## src/rtl/uart_tx_arbiter_pkg.sv

```systemverilog
// Shared types and defaults for the UART transmit arbiter.
package uart_tx_arbiter_pkg;

    localparam int unsigned NUM_REQ_DEF  = 4;
    localparam int unsigned DW_DEF       = 8;
    localparam int unsigned GAP_CYC_DEF  = 16;
    localparam int unsigned HOLD_TMO_DEF = 8192;
    localparam int unsigned GRANT_W      = 3;

    typedef enum logic [2:0] {
        ST_IDLE,
        ST_LOAD,
        ST_START,
        ST_ACK,
        ST_DRAIN,
        ST_HOLD,
        ST_GAP
    } state_t;

    // Bits needed to hold 0..n-1, never less than one.
    function automatic int unsigned idx_width(input int unsigned n);
        return (n > 2) ? $clog2(n) : 1;
    endfunction

endpackage

```

## src/rtl/uart_tx_arbiter_rr_pick.sv

```systemverilog
// Combinational round-robin picker: first valid requester at or after rr_ptr, wrapping.
module uart_tx_arbiter_rr_pick
    import uart_tx_arbiter_pkg::*;
#(
    parameter int unsigned NUM_REQ = NUM_REQ_DEF,
    parameter int unsigned PW      = idx_width(NUM_REQ)
) (
    input  logic [NUM_REQ-1:0] req_valid,
    input  logic [PW-1:0]      rr_ptr,
    output logic [PW-1:0]      owner,
    output logic               any_req
);

    logic [NUM_REQ-1:0] rot;

    // NOTE: every signal written here gets a default first, so no latch is inferred.
    always_comb begin
        rot     = NUM_REQ'({req_valid, req_valid} >> rr_ptr);
        owner   = rr_ptr;
        any_req = |req_valid;
        // Walk downwards so the lowest rotated position wins.
        for (int k = NUM_REQ - 1; k >= 0; k--) begin
            if (rot[k]) begin
                owner = PW'((int'(rr_ptr) + k) % int'(NUM_REQ));
            end
        end
    end

endmodule

```

## src/rtl/uart_tx_arbiter.sv

```systemverilog
// Round-robin, frame-locked arbiter sharing one uart_tx among NUM_REQ byte producers.
// rst_n is asserted asynchronously and released synchronously by the reset controller in uart_top.
module uart_tx_arbiter
    import uart_tx_arbiter_pkg::*;
#(
    parameter int unsigned NUM_REQ  = NUM_REQ_DEF,
    parameter int unsigned DW       = DW_DEF,
    parameter int unsigned GAP_CYC  = GAP_CYC_DEF,
    parameter int unsigned HOLD_TMO = HOLD_TMO_DEF
) (
    input  logic                  clk,
    input  logic                  rst_n,
    input  logic [NUM_REQ-1:0]    req_valid,
    input  logic [NUM_REQ*DW-1:0] req_data,
    input  logic [NUM_REQ-1:0]    req_last,
    output logic [NUM_REQ-1:0]    req_ready,
    output logic                  tx_start,
    output logic [DW-1:0]         tx_data,
    input  logic                  tx_busy,
    output logic [GRANT_W-1:0]    grant_id,
    output logic                  frame_act,
    output logic                  err_abort
);

    localparam int unsigned PW      = idx_width(NUM_REQ);
    localparam int unsigned CNT_MAX = (HOLD_TMO > GAP_CYC) ? HOLD_TMO : GAP_CYC;
    localparam int unsigned CW      = idx_width(CNT_MAX);

    localparam logic [CW-1:0] HOLD_LAST = CW'(HOLD_TMO - 1);
    localparam logic [CW-1:0] GAP_LAST  = CW'((GAP_CYC > 0) ? GAP_CYC - 1 : 0);
    localparam logic [PW-1:0] LAST_IDX  = PW'(NUM_REQ - 1);
    localparam state_t        POST_FRAME = (GAP_CYC == 0) ? ST_IDLE : ST_GAP;

    state_t        state, state_d;
    logic [PW-1:0] owner, owner_d;
    logic [PW-1:0] rr_ptr, rr_d;
    logic [PW-1:0] pick_owner, next_ptr;
    logic [CW-1:0] cnt, cnt_d;
    logic          pick_any;
    logic          frame_d;
    logic          last_q;

    uart_tx_arbiter_rr_pick #(
        .NUM_REQ (NUM_REQ),
        .PW      (PW)
    ) u_rr_pick (
        .req_valid (req_valid),
        .rr_ptr    (rr_ptr),
        .owner     (pick_owner),
        .any_req   (pick_any)
    );

    assign next_ptr = (owner == LAST_IDX) ? '0 : owner + 1'b1;
    assign grant_id = GRANT_W'(owner);

    // One counter serves both HOLD timeout and GAP; the two states never overlap.
    always_comb begin
        state_d   = state;
        owner_d   = owner;
        rr_d      = rr_ptr;
        cnt_d     = cnt;
        frame_d   = frame_act;
        req_ready = '0;
        tx_start  = 1'b0;
        err_abort = 1'b0;

        case (state)
            ST_IDLE: begin
                if (pick_any) begin
                    owner_d = pick_owner;
                    frame_d = 1'b1;
                    state_d = ST_LOAD;
                end
            end
            ST_LOAD: begin
                req_ready[owner] = 1'b1;
                state_d          = ST_START;
            end
            ST_START: begin
                tx_start = 1'b1;
                state_d  = ST_ACK;
            end
            ST_ACK: begin
                if (tx_busy) state_d = ST_DRAIN;
            end
            ST_DRAIN: begin
                if (!tx_busy) begin
                    if (last_q) begin
                        rr_d    = next_ptr;
                        frame_d = 1'b0;
                        cnt_d   = '0;
                        state_d = POST_FRAME;
                    end else if (req_valid[owner]) begin
                        state_d = ST_LOAD;
                    end else begin
                        cnt_d   = '0;
                        state_d = ST_HOLD;
                    end
                end
            end
            ST_HOLD: begin
                if (req_valid[owner]) begin
                    state_d = ST_LOAD;
                end else if (cnt == HOLD_LAST) begin
                    err_abort = 1'b1;
                    rr_d      = next_ptr;
                    frame_d   = 1'b0;
                    cnt_d     = '0;
                    state_d   = POST_FRAME;
                end else begin
                    cnt_d = cnt + 1'b1;
                end
            end
            ST_GAP: begin
                if (cnt == GAP_LAST) begin
                    cnt_d   = '0;
                    state_d = ST_IDLE;
                end else begin
                    cnt_d = cnt + 1'b1;
                end
            end
            default: state_d = ST_IDLE;
        endcase
    end

    // NOTE: sequential state uses non-blocking assignments so every flop samples pre-edge values.
    always_ff @(posedge clk or negedge rst_n) begin
        if (!rst_n) begin
            state     <= ST_IDLE;
            owner     <= '0;
            rr_ptr    <= '0;
            cnt       <= '0;
            frame_act <= 1'b0;
            last_q    <= 1'b0;
            tx_data   <= '0;
        end else begin
            state     <= state_d;
            owner     <= owner_d;
            rr_ptr    <= rr_d;
            cnt       <= cnt_d;
            frame_act <= frame_d;
            if (state == ST_LOAD) begin
                tx_data <= req_data[owner*DW +: DW];
                last_q  <= req_last[owner];
            end
        end
    end

endmodule

```

## config.mk

```make
export PLATFORM = sky130hd
export DESIGN_NAME = uart_tx_arbiter
export DESIGN_NICKNAME = d
export VERILOG_FILES = /design/src/rtl/uart_tx_arbiter_pkg.sv /design/src/rtl/uart_tx_arbiter_rr_pick.sv /design/src/rtl/uart_tx_arbiter.sv
export SDC_FILE = /design/constraint.sdc
export NUM_CORES = 1
export LEC_CHECK = 0
export ABC_CLOCK_PERIOD_IN_PS = 6200
export CORE_ASPECT_RATIO = 1.1
export CORE_MARGIN = 1.5
export CORE_UTILIZATION = 51
export DETAILED_ROUTE_END_ITERATION = 6
export HOLD_SLACK_MARGIN = 0.12
export PLACE_DENSITY = 0.85
export SETUP_SLACK_MARGIN = 0.1
export SLEW_MARGIN = 20
export SYNTH_ARGS = -nofsm -noshare
export SYNTH_HDL_FRONTEND = slang
export SYNTH_SLANG_ARGS = --single-unit
```

## constraint.sdc

```tcl
create_clock -name clk -period 6.2 [get_ports clk]
set_clock_uncertainty 0.05 [all_clocks]
set_input_delay 1.55 -clock clk [delete_from_list [all_inputs] [get_ports clk]]
set_output_delay 1.55 -clock clk [all_outputs]
set_load 0.005 [all_outputs]
```

**After elaboration in Yosys (flattened, before gate mapping)**

Index checks and enable logic that the tools add are counted.
Widths: inputs -> output; s select.

- Register bits after elaboration: 30
- Output and inout port bits: 18
- Logic and storage cells: 88

- $add $sub $neg: 5
- $lt $le $gt $ge: 2
- Equality and inequality tests: 18
- Shifts and indexed selects: 2
- Muxes and demuxes: 43
- Reduce and logical (&&, ||, !) cells: 11

Operators with widths:

| operator | number |
|---|---|
| $mux 13 | 6 |
| $pmux 13 s3 | 1 |
| $shiftx 32x6->8 | 1 |
| $mux 3 | 8 |
| $pmux 3 s7 | 1 |
| $mux 2 | 9 |
| $ne 2x2->1 const B | 7 |
| $add 13x1->13 const B | 1 |
| $eq 13x13->1 const B | 1 |
| $eq 13x4->1 const B | 1 |
| $mux 1 | 12 |
| $reduce_and 5->1 | 2 |
| $eq 3x3->1 const B | 3 |
| $shr 8x2->4 | 1 |
| $eq 3x2->1 const B | 2 |
| $ne 3x3->1 const B | 2 |
| $reduce_and 6->1 | 1 |
| $reduce_bool 3->1 | 2 |
| $add 2x1->2 const B | 2 |
| $add 2x2->2 const B | 2 |
| $bmux 1 s2 | 2 |
| $mux 4 | 1 |
| $pmux 2 s2 | 1 |
| $reduce_and 4->1 | 1 |
| other kinds (11) | 11 |

**Depth between registers and ports, before layout**

- Depth in word-level cells: 6
- Depth in mapped cells: 7
- Depth with buffers taken out: 6

**By module**

A second synthesis with hierarchy kept.

- Cell total of the unflattened synthesis: 210
- Area total of the unflattened synthesis: 2,094.5 um2

By module, submodules not included:

| module | times used | cells an instance | area each (um2) |
|---|---|---|---|
| uart_tx_arbiter | 1 | 195 | 2,005.7 |
| uart_tx_arbiter_rr_pick | 1 | 15 | 88.8 |

**Least setup slack after synthesis**

OpenSTA, ideal clock, no wires.

- Kind: input port to output port
- Start: in req_valid[3]
- End: out err_abort
- Data arrival time: 2.331 ns
- Required time: 4.600 ns
- Slack: 2.269 ns
- Cell stages on the path: 2
- Buffers on the path: 0
- Cell sequence: mux4_2 -> nor4_1

- Cells in the longest elaborated chain, start to end: 4

Ends and longest elaborated chain:

| what | RTL line | RTL |
|---|---|---|
| from (decl) | uart_tx_arbiter.sv:13 | `input logic [NUM_REQ-1:0] req_valid,` |
| $bmux 1 s2 | uart_tx_arbiter.sv:102 | `if (req_valid[owner]) begin` |
| $mux 1 (not written as such) | uart_tx_arbiter.sv:102 |  |
| $mux 1 | uart_tx_arbiter.sv:102 |  |
| $mux 1 | uart_tx_arbiter.sv:67 | `case (state)` |
| to (decl) | uart_tx_arbiter.sv:22 | `output logic err_abort` |

No other way between the ends. The select of a mux whose other input is x is not followed.

**Worst setup path after layout**

Ends and elaborated chain as after synthesis.

==> results.sh <==
export IMPL_status="finished, final reports clean"
export IMPL_root_buffer="clkbuf_8"
export IMPL_dr_pass1_iters=4
export IMPL_path_class="primary input to output pin"
export IMPL_grt_max_degree=31
export IMPL_drt_wl_total_um=5470
export IMPL_hold_depth=1
export IMPL_clk_latency_ns=0.29
export IMPL_yosysUniqueCellTypes=53
export IMPL_path_cells="clkdlybuf4s50_1 -> mux4_2 -> nor4_1 -> clkdlybuf4s50_1"
export IMPL_row_count=24
export IMPL_coreArea_sq_mm=0.00393
export IMPL_critPathSlowestCell="mux4_2"
export IMPL_yosys_warnings=0
export IMPL_grt_antenna_before_repair=0
export IMPL_fill_cells=283
export IMPL_track_usage_pct=25.2
export IMPL_cts_made_buffers=5
export IMPL_multi_input_area_sq_mm=0.00121
export IMPL_cap_violations=0
export IMPL_htreeDepth=2
export IMPL_n_antenna_cell=0
export IMPL_cts_sinks=30
export IMPL_fp_dieH_um=69.7
export IMPL_p_leak_uw=0.00117
export IMPL_fin_nets=309
export IMPL_initial_core_util_pct=52.4
export IMPL_slew_limit_headroom_pct=47.4
export IMPL_hold_viol_final=0
export IMPL_final_cells=314
export IMPL_synth_most_common_cell="dfrtp_1"
export IMPL_post_route_period_util_pct=81.5
export IMPL_vias=1834
export IMPL_holdPathEnd="rr_ptr[0]"
export IMPL_r2r_start="owner[0]"
export IMPL_synthesis_instances=202
export IMPL_clock_fmax_mhz=198
export IMPL_syn_avg_cell_area_sq_um=10.2
export IMPL_tightest_slew_ns=0.789
export IMPL_drt_iter0_markers=108
export IMPL_ys_ff_latch=30
export IMPL_cp_slowest_stage_delay_ns=0.63
export IMPL_tritoncts="done"
export IMPL_clkTransAtPathRegs_ns=0.06
export IMPL_io_pins=61
export IMPL_seq_area_sq_um=751
export IMPL_die_area_sq_mm=0.00444
export IMPL_worstRegToRegCells=4
export IMPL_hpwlAfterDp_um=3960
export IMPL_postCtsSetupBuffers=0
export IMPL_startpoint_type="primary input"
export IMPL_cp_end_kind="output pin"
export IMPL_syn_nets=250
export IMPL_yosys_top_cells_count="30 x dfrtp_1, 17 x nor2_1, 12 x o21ai_0, 11 x inv_1, 11 x nand2_1"
export IMPL_ff2ff_setup_slack_ns=3.32
export IMPL_hold_class="flip-flop to flip-flop"
export IMPL_overflow=0
export IMPL_ant_nets=0
export IMPL_portBuffers=59
export IMPL_power_density_mw_per_mm2=361
export IMPL_crit_path_frequent_cell="clkdlybuf4s50_1"
export IMPL_cts_resized=0
export IMPL_layout_drive_gt1_share_pct=15.3
export IMPL_peakVddDrop_mv=0.148
export IMPL_synth_top_cell_area_share_pct=36.4
export IMPL_synth_area_leaders="dfrtp_1 36%, mux4_2 11%, mux2_2 4.9%, a22o_1 3.8%, nor2_1 3.1%"
export IMPL_r2r_end="cnt[3]"
export IMPL_crit_path_max_fanout=7
export IMPL_slew_viol_final=0
export IMPL_routed_via_density=5.84
export IMPL_drc_errors=0
export IMPL_gp_congestion=0.831
export IMPL_synthToLayoutAreaGrowth_pct=36.6
export IMPL_grt_pass1_wl_um=8660
export IMPL_ys_flop_type="dfrtp_1"
export IMPL_setup_viol=0
export IMPL_die_w_um=63.6
export IMPL_placed_cells=306
export IMPL_synth_edf_count=0
export IMPL_routedWlPerCell_um=17.4
export IMPL_synth_seq_area_share_pct=36.4
export IMPL_async_flop_share_pct=100
export IMPL_clockBufferDepth=2
export IMPL_cp_data_arrival_time_ns=3.46
export IMPL_fin_crit_ns=5.06
export IMPL_netlist_area_sq_mm=0.00206
export IMPL_setup_tns_ns=0
export IMPL_hp_start="rr_ptr[0]"
export IMPL_cp_required_ns=4.60
export IMPL_ctsHoldBuffers=0
export IMPL_grt_pass1_vias=1810
export IMPL_synth_top_cell_by_area="dfrtp_1"
export IMPL_rsz0062_at_grt="false"
-- report_power, final --
| part | total (uW) | switching [uW] | internal, uW |
|---|---|---|---|
| combinational | 431 | 178 | 253 |
| sequential | 338 | 86.7 | 251 |
| clock | 250 | 78.6 | 171 |
-- kinds of logic (layout without fill, tap and decap cells) --
| logic type | count (synthesis) | after routing | share of synthesized area [%] |
|---|---|---|---|
| AOI/OAI and AO/OA | 53 | 53 | 19.2 |
| and+or+nand+nor | 70 | 70 | 18.5 |
| other | 1 | 1 | 0.182 |
| xor gates and xnor gates | 1 | 1 | 0.425 |
| muxes | 22 | 22 | 17.4 |
| buffers and inverters | 20 | 80 | 4.85 |
| adders and majority gates | 5 | 5 | 3.03 |
| DFF | 30 | 30 | 36.4 |
-- per-stage QoR --
stage / setup slack, ns / area, sq um / power [uW] / hold WS [ns] / utilization, %
floorplan: 2.27 / 2060 / 592 / 0.408 / -
global placement: 1.20 / 2680 / 752 / 0.422 / 68.0
detailed placement: 1.18 / 2680 / 765 / 0.445 / 68.0
CTS: 1.16 / 2820 / 1020 / 0.459 / 71.6
global route: 1.08 / 2820 / 1070 / 0.464 / 71.6
finish: 1.14 / 2820 / 1020 / 0.452 / 71.6
-- cell usage in the layout (no fill, tap or decap), types with 3 or more instances in the layout --
master,instances
dfrtp_1,30
a21oi_1,7
mux4_2,10
inv_1,11
nand3_1,6
clkdlybuf4s50_1,59
o22ai_1,3
and2b_1,3
nor3_1,4
and3_1,5
o31ai_1,3
nand2_1,11
a22o_1,9
o21ai_0,12
nor2_1,17
o21ai_1,4
mux2_2,9
clkbuf_8,6
and2_1,6
ha_1,5
-- how the worst max path moves through the flow --
| stage | from | end | slack (ns) | cells past startpoint |
|---|---|---|---|---|
| floorplan | req_valid[3] | err_abort | 2.27 | 2 |
| global placement | req_valid[3] | err_abort | 1.20 | 4 |
| detailed placement | req_valid[3] | err_abort | 1.18 | 4 |
| CTS | req_valid[3] | err_abort | 1.16 | 4 |
| global route | req_valid[3] | err_abort | 1.08 | 4 |
| finish | req_valid[3] | err_abort | 1.14 | 4 |
-- layer usage --
metal  part of all wire, %  wire (um)  track usage, %  vias up
met1                    40       2180            28.8      884
li1                      -          -               -      869
met3                   4.3        238            4.55       14
met4                   2.8        154            11.1        0
met5                     0          0               0        -
met2                    53       2900            45.3       67
-- registers in the layout, indices dropped and copies added (netlist names) --
register / cells
last_q: 1
state: 3
tx_data: 8
owner: 2
cnt: 13
rr_ptr: 2
frame_act: 1
-- area by class of cell --
type	instances	area share [%]
multi-input cells	152	43.0
flip-flops and latches	30	26.6
repair buffers	61	21.5
clock buffers	6	2.93
well taps	52	2.31
clock inverters	2	2.13
inverters	11	1.47
-- worst max-delay path: cells and delay by family --
kind | cells | cell delay (ns)
muxes | 1 | 0.63
buffers and inverters | 2 | 1.06
and+or+nand+nor | 1 | 0.21
Power figures use the tool's default switching activity.
